===== config.mk =====
export PLATFORM = sky130hd
export DESIGN_NAME = alu_seq_unit_flat
export DESIGN_NICKNAME = d
export VERILOG_FILES = /design/src/rtl/alu_seq_if.sv /design/src/rtl/alu_seq_unit.sv /design/src/flat_wrapper.sv
export SDC_FILE = /design/constraint.sdc
export NUM_CORES = 1
export LEC_CHECK = 0
export CAP_MARGIN = 10
export CORE_AREA = 2 2 140 142
export DETAILED_ROUTE_END_ITERATION = 12
export DIE_AREA = 0 0 142 144
export PLACE_DENSITY = 0.72
export SKIP_CTS_REPAIR_TIMING = 1
export SLEW_MARGIN = 20
export SYNTH_ARGS = -nofsm -noshare
export SYNTH_HDL_FRONTEND = slang
export SYNTH_SLANG_ARGS = --single-unit

===== constraint.sdc =====
create_clock -name clk -period 3.4 [get_ports clk]
set_clock_uncertainty 0.2 [all_clocks]
set_input_delay 0.68 -clock clk [delete_from_list [all_inputs] [get_ports clk]]
set_output_delay 0.68 -clock clk [all_outputs]
set_load 0.02 [all_outputs]

===== src/rtl/alu_seq_if.sv =====
// ALU operation handshake bundle.
// Request carries operands, opcode and tag; response returns result, zero flag and tag.
interface alu_seq_if #(
  parameter int WIDTH = 32,
  parameter int TAG_W = 4
);
  logic             in_valid;
  logic             in_ready;
  logic [WIDTH-1:0] a;
  logic [WIDTH-1:0] b;
  logic [2:0]       alucontrol;
  logic [TAG_W-1:0] in_tag;
  logic             out_valid;
  logic             out_ready;
  logic [WIDTH-1:0] result;
  logic             zero;
  logic [TAG_W-1:0] out_tag;

  modport master (
    output in_valid, a, b, alucontrol, in_tag,
    output out_ready,
    input  in_ready, out_valid, result, zero, out_tag
  );

  modport slave (
    input  in_valid, a, b, alucontrol, in_tag,
    input  out_ready,
    output in_ready, out_valid, result, zero, out_tag
  );
endinterface


===== src/rtl/alu_seq_unit.sv =====
// Handshake-driven ALU: single-cycle logic/arith ops.
// Shifts run on an iterative shifter, SHIFT_STEP bits per cycle.
module alu_seq_unit #(
  parameter int WIDTH      = 32,
  parameter int SHIFT_STEP = 1,
  parameter int TAG_W      = 4
) (
  input  logic   clk,
  input  logic   reset_n,
  alu_seq_if.slave bus,
  output logic   busy
);

  localparam int CW = $clog2(WIDTH);
  localparam logic [CW:0] STEP = (CW+1)'(SHIFT_STEP);

  typedef enum logic {
    IDLE,
    SHIFT
  } state_e;

  state_e state_q, state_d;

  logic [WIDTH-1:0] acc_q;
  logic [CW-1:0]    cnt_q;
  logic             dir_q;
  logic [TAG_W-1:0] tag_q;
  logic [WIDTH-1:0] res_q;
  logic             zero_q;
  logic [TAG_W-1:0] otag_q;
  logic             ovalid_q;

  logic             rdy;
  logic             accept;
  logic             is_shift;
  logic             done;
  logic [CW:0]      step;
  logic [WIDTH-1:0] acc_sh;
  logic [WIDTH-1:0] alu_res;

  always_ff @(posedge clk or negedge reset_n) begin
    if (!reset_n) state_q <= IDLE;
    else          state_q <= state_d;
  end

  always_comb begin
    state_d = state_q;
    unique case (state_q)
      IDLE:  if (accept && is_shift) state_d = SHIFT;
      SHIFT: if (cnt_q == '0)        state_d = IDLE;
      default: state_d = IDLE;
    endcase
  end

  always_comb begin
    busy = (state_q != IDLE);
    rdy  = (state_q == IDLE) &&
           (!ovalid_q || bus.out_ready);
  end

  assign accept   = bus.in_valid && rdy;
  assign is_shift = (bus.alucontrol[2:1] == 2'b11);
  assign done     = (state_q == SHIFT) && (cnt_q == '0);

  always_comb begin
    alu_res = '0;
    case (bus.alucontrol)
      3'b000: alu_res = bus.a + bus.b;
      3'b001: alu_res = bus.a - bus.b;
      3'b010: alu_res = bus.a & bus.b;
      3'b011: alu_res = bus.a | bus.b;
      3'b100: alu_res = bus.a ^ bus.b;
      3'b101: alu_res = {{(WIDTH-1){1'b0}},
                ($signed(bus.a) < $signed(bus.b))};
      default: alu_res = '0;
    endcase
  end

  // Last iteration may move fewer than SHIFT_STEP bits.
  always_comb begin
    if ({1'b0, cnt_q} < STEP) step = {1'b0, cnt_q};
    else                      step = STEP;
    acc_sh = dir_q ? (acc_q >> step) : (acc_q << step);
  end

  always_ff @(posedge clk or negedge reset_n) begin
    if (!reset_n) begin
      acc_q    <= '0;
      cnt_q    <= '0;
      dir_q    <= 1'b0;
      tag_q    <= '0;
      res_q    <= '0;
      zero_q   <= 1'b0;
      otag_q   <= '0;
      ovalid_q <= 1'b0;
    end else begin
      if (accept && is_shift) begin
        acc_q <= bus.a;
        cnt_q <= bus.b[CW-1:0];
        dir_q <= bus.alucontrol[0];
        tag_q <= bus.in_tag;
      end else if (state_q == SHIFT &&
                   cnt_q != '0) begin
        acc_q <= acc_sh;
        cnt_q <= cnt_q - CW'(step);
      end
      if (accept && !is_shift) begin
        res_q    <= alu_res;
        zero_q   <= (alu_res == '0);
        otag_q   <= bus.in_tag;
        ovalid_q <= 1'b1;
      end else if (done) begin
        res_q    <= acc_q;
        zero_q   <= (acc_q == '0);
        otag_q   <= tag_q;
        ovalid_q <= 1'b1;
      end else if (bus.out_ready) begin
        ovalid_q <= 1'b0;
      end
    end
  end

  assign bus.in_ready  = rdy;
  assign bus.out_valid = ovalid_q;
  assign bus.result    = res_q;
  assign bus.zero      = zero_q;
  assign bus.out_tag   = otag_q;

endmodule


===== src/flat_wrapper.sv =====
// flat-port wrapper written by rule: the top's interface ports become plain ports
module alu_seq_unit_flat 
#(
  parameter int WIDTH      = 32,
  parameter int SHIFT_STEP = 1,
  parameter int TAG_W      = 4
)
  (clk, reset_n, busy, bus_in_valid, bus_a, bus_b, bus_alucontrol, bus_in_tag, bus_out_ready, bus_in_ready, bus_out_valid, bus_result, bus_zero, bus_out_tag);
  alu_seq_if #(.WIDTH(WIDTH), .TAG_W(TAG_W)) bus_i ();
  input  logic clk;
  input  logic reset_n;
  output logic busy;
  input wire logic [$bits(bus_i.in_valid)-1:0] bus_in_valid;
  input wire logic [$bits(bus_i.a)-1:0] bus_a;
  input wire logic [$bits(bus_i.b)-1:0] bus_b;
  input wire logic [$bits(bus_i.alucontrol)-1:0] bus_alucontrol;
  input wire logic [$bits(bus_i.in_tag)-1:0] bus_in_tag;
  input wire logic [$bits(bus_i.out_ready)-1:0] bus_out_ready;
  output wire logic [$bits(bus_i.in_ready)-1:0] bus_in_ready;
  output wire logic [$bits(bus_i.out_valid)-1:0] bus_out_valid;
  output wire logic [$bits(bus_i.result)-1:0] bus_result;
  output wire logic [$bits(bus_i.zero)-1:0] bus_zero;
  output wire logic [$bits(bus_i.out_tag)-1:0] bus_out_tag;
  assign bus_i.in_valid = bus_in_valid;
  assign bus_i.a = bus_a;
  assign bus_i.b = bus_b;
  assign bus_i.alucontrol = bus_alucontrol;
  assign bus_i.in_tag = bus_in_tag;
  assign bus_i.out_ready = bus_out_ready;
  assign bus_in_ready = bus_i.in_ready;
  assign bus_out_valid = bus_i.out_valid;
  assign bus_result = bus_i.result;
  assign bus_zero = bus_i.zero;
  assign bus_out_tag = bus_i.out_tag;
  alu_seq_unit #(.WIDTH(WIDTH), .SHIFT_STEP(SHIFT_STEP), .TAG_W(TAG_W)) u_core (.clk(clk), .reset_n(reset_n), .bus(bus_i), .busy(busy));
endmodule

==> metrics.md <==
| Metric | Value |
|---|---|
| Status | `complete, but fails checks` |
| Failing checks | `setup timing` |
| Met2 GRT Util | `65.7%` |
| Non-Filler Instances | `1995` |
| Placeable Area | `19100 um2` |
| First-pass GRT wire length | `62800 um` |
| Routed WL | `45300 um` |
| CTS tree | `yes` |
| Global Route met1 Usage | `51.6%` |
| Final Hold Viols | `0` |
| Commonest non-fill, non-tap cell in the layout | `buf_4` |
| Critical Path End Type | `flop` |
| Clock transition at path regs | `0.06 ns` |
| RSZ-0062 raised after global routing | `true` |
| Pin count of the biggest net entering global routing | `82` |
| WL per Instance | `22.7 um` |
| Min Hold Slack | `0.161 ns` |
| Total grt overflow | `0` |
| Initial core utilization | `49.1%` |
| Row count | `51` |
| FF/Latch Area | `2030 um2` |
| Iter 0 DRT Violations | `1402` |
| Total iterations of the first detailed-routing run | `6` |
| DRC viols | `0` |
| Global routing usage on met3 | `5.03%` |
| DR vias/cell | `6.26` |
| Share of synthesized registers carrying an async set or reset | `100%` |
| GR peak layer | `met2` |
| Synth Register Bits | `81` |
| Slew headroom | `34.4%` |
| CP delay by family, top | `compound AO/OA/AOI/OAI gates` |
| CP required | `3.44 ns` |
| Final Max Slew Viols | `0` |
| Worst Max-Slew Pin Slew | `0.980 ns` |
| Net Sw Frac | `43.5%` |
| Layout cell share with drive strength beyond 1 | `42.1%` |
| Sw Pwr | `3.22 mW` |
| R2R Setup Slk | `0.23 ns` |
| Clk network pwr share | `14.3%` |
| Combinational Power Share | `60.2%` |
| Die area | `20400 um2` |
| Flop pwr share | `25.5%` |
| Sequential share of the synthesized area | `21.6%` |
| P_int | `4.19 mW` |
| Final nets | `1933` |
| Power per cell area | `470 nW/um2` |
| DIE HEIGHT | `144 um` |
| RR Endpoint | `u_core.bus.zero` |
| Routed Antenna Nets | `0` |
| Area grow syn2layout | `68.2%` |
| Routability cong. | `1.03` |
| Final Total Pwr | `7.41 mW` |
| Syn Inst Count | `1227` |
| # diodes | `0` |
| Critical Path, Cell by Cell | `buf_8 -> clkinvlp_4 -> ha_4 -> o21ba_4 -> or4_4 -> a21oi_4 -> nor4_4 -> or3_4 -> o31a_1 -> buf_4 -> o21bai_4 -> a21oi_2 -> mux2_4 -> a211o_1 -> o41ai_2` |
| Clk sinks | `81` |
| I/O Pins | `115` |
| Fillers | `1207` |
| Total global-route track usage | `39.7%` |
| Crit share post-route | `120%` |
| # Max-Cap Violations | `0` |
| Initial antenna violation count | `0` |
| Most used DFF post-synth | `dfrtp_1` |
| Number of synthesized flops with an enable pin | `0` |
| Worst VDD drop | `0.000408 V` |
| Area of the multi-input gates | `7880 um2` |
| Number of global-route vias before repair | `11400` |
| Vias | `12500` |
| Mapped Avg Cell Area | `7.64 um2` |
| Critical path's slowest cell | `or4_4` |
| Worst r2r src | `u_core.bus.out_valid` |
| Placed Cells | `1930` |
| Port bufs | `114` |
| Worst Hold Class | `primary input to async pin` |
| Reg2Reg Depth | `11` |
| H-tree Lvls | `3` |
| Worst-skew pair later-pin latency | `0.35 ns` |
| Die Width | `142 um` |
| Crit path kind | `primary input to flop` |
| Root buffer cell | `clkbuf_16` |
| Crit path max fanout | `4` |
| Distinct cells, synth | `81` |
| Post-synth net total | `1408` |
| Fin Setup TNS | `-2.79 ns` |
| WP data arrival | `4.11 ns` |
| Post-DP HPWL | `32800 um` |
| Buf/Inv on CP | `3` |
| Worst path max stage delay | `0.45 ns` |
| Setup ws final | `-0.676 ns` |
| Core Util, Final | `82.7%` |
| Fmax | `0.245 GHz` |
| Min cycle time layout | `4.08 ns` |
| CTS Buffer Depth | `2` |
| Mapped Area | `9380 um2` |
| Setup-failing EPs final | `13` |
| Inserted Clock Buffers | `9` |
| YS warnings | `0` |
| Most frequent cells in the layout | `buf_4, nor2_1, nand2_1` |
| Critical Path Start Type | `primary input` |
| Lkg Pwr | `7.52 nW` |
==> flip-flops by register name (all words and copies together) (netlist names) <==
name / flops
u_core.cnt_q: 5
u_core.bus.out_valid: 1
u_core.busy: 1
u_core.bus.out_tag: 4
u_core.bus.result: 32
u_core.tag_q: 4
u_core.acc_q: 32
u_core.dir_q: 1
u_core.bus.zero: 1
==> power groups by stage <==
stage          combinational [mW]  sequential [mW]  clock (mW)
6_report                     4.46             1.89        1.06
5_1_grt                      4.72             1.91        1.11
2_1_floorplan                1.91             1.96           0
3_5_place_dp                 3.92             1.85           0
4_1_cts                      3.97             1.85        1.06
3_3_place_gp                 3.84             1.83           0
==> stage by stage <==
stage          setup WS, ns  instance area (um2)
2_1_floorplan        -0.488                 9440
4_1_cts               -1.44                14100
3_3_place_gp          -1.77                13800
5_1_grt              -0.699                15800
6_report             -0.676                15800
3_5_place_dp          -1.77                13800
==> Yosys cell counts (7+ instances only) <==
cell      number  area [um2]
a211oi_1      10        75.1
a21o_1        16         120
a21oi_1      101         505
a221o_1       37         370
a22oi_1       17         128
a31oi_1       13        81.3
and2_1        12        75.1
and3_1         7        43.8
buf_1          9        33.8
clkbuf_1      61         229
dfrtp_1       81        2030
ha_1         104        1300
inv_1         99         372
mux2i_1       35         350
nand2_1      114         428
nand2b_1      11        68.8
nand3_1       22         110
nand4_1       15        93.8
nor2_1       124         465
nor2b_1       14        87.6
nor3_1        14        70.1
nor3b_1        9        67.6
nor4_1        28         175
o211ai_1      30         225
o21ai_0       70         350
o221ai_1       7        61.3
o22ai_1       12        75.1
o31ai_1       15         113
or3_1          7        43.8
xnor2_1       13         114
==> worst reg2reg max path: stages, from the launching register on <==
cell and delay, ns:
dfrtp_1 0.39, a21oi_1 0.17, nand3_1 0.19, a221oi_2 0.26
nand2_1 0.16, or4_4 0.56, nor4_2 0.23, buf_4 0.16
and4_1 0.20, and4_1 0.19, nand4_1 0.11, o41ai_2 0.25
==> kinds of logic after synthesis <==
logic type / synth area share [%]
adders and majority gates: 14.3
xor gates and xnor gates: 1.49
buffers and inverters: 7.09
AOI/OAI and AO/OA: 30.3
muxes: 4.62
and+or+nand+nor: 20.5
DFF: 21.6
==> worst max-delay path by stage <==
stage | start | to | slack (ns) | cells after the start
finish | bus_b[1] | u_core.bus.zero | -0.68 | 15
global route | bus_a[1] | u_core.bus.zero | -0.70 | 15
CTS | bus_b[12] | u_core.bus.zero | -1.44 | 14
detailed placement | bus_b[12] | u_core.bus.zero | -1.77 | 14
global placement | bus_b[12] | u_core.bus.zero | -1.77 | 14
floorplan | bus_b[1] | u_core.bus.zero | -0.49 | 13
==> cell type report <==
| type | count | area share [%] |
|---|---|---|
| Clock buffer | 12 | 1.56 |
| Clock inverter | 4 | 0.484 |
| Inverter | 100 | 2.45 |
| Multi-Input combinational cell | 972 | 50.0 |
| Sequential cell | 81 | 12.9 |
| Tap cell | 238 | 1.89 |
| Timing Repair Buffer | 588 | 30.8 |
==> per-layer routing <==
layer / part of all wire (%) / vias to the layer above
met1: 37 / 5892
met3: 9.0 / 208
met2: 46 / 818
met5: 0 / -
met4: 7.3 / 0
li1: - / 5570
Power figures use the tool's default switching activity.
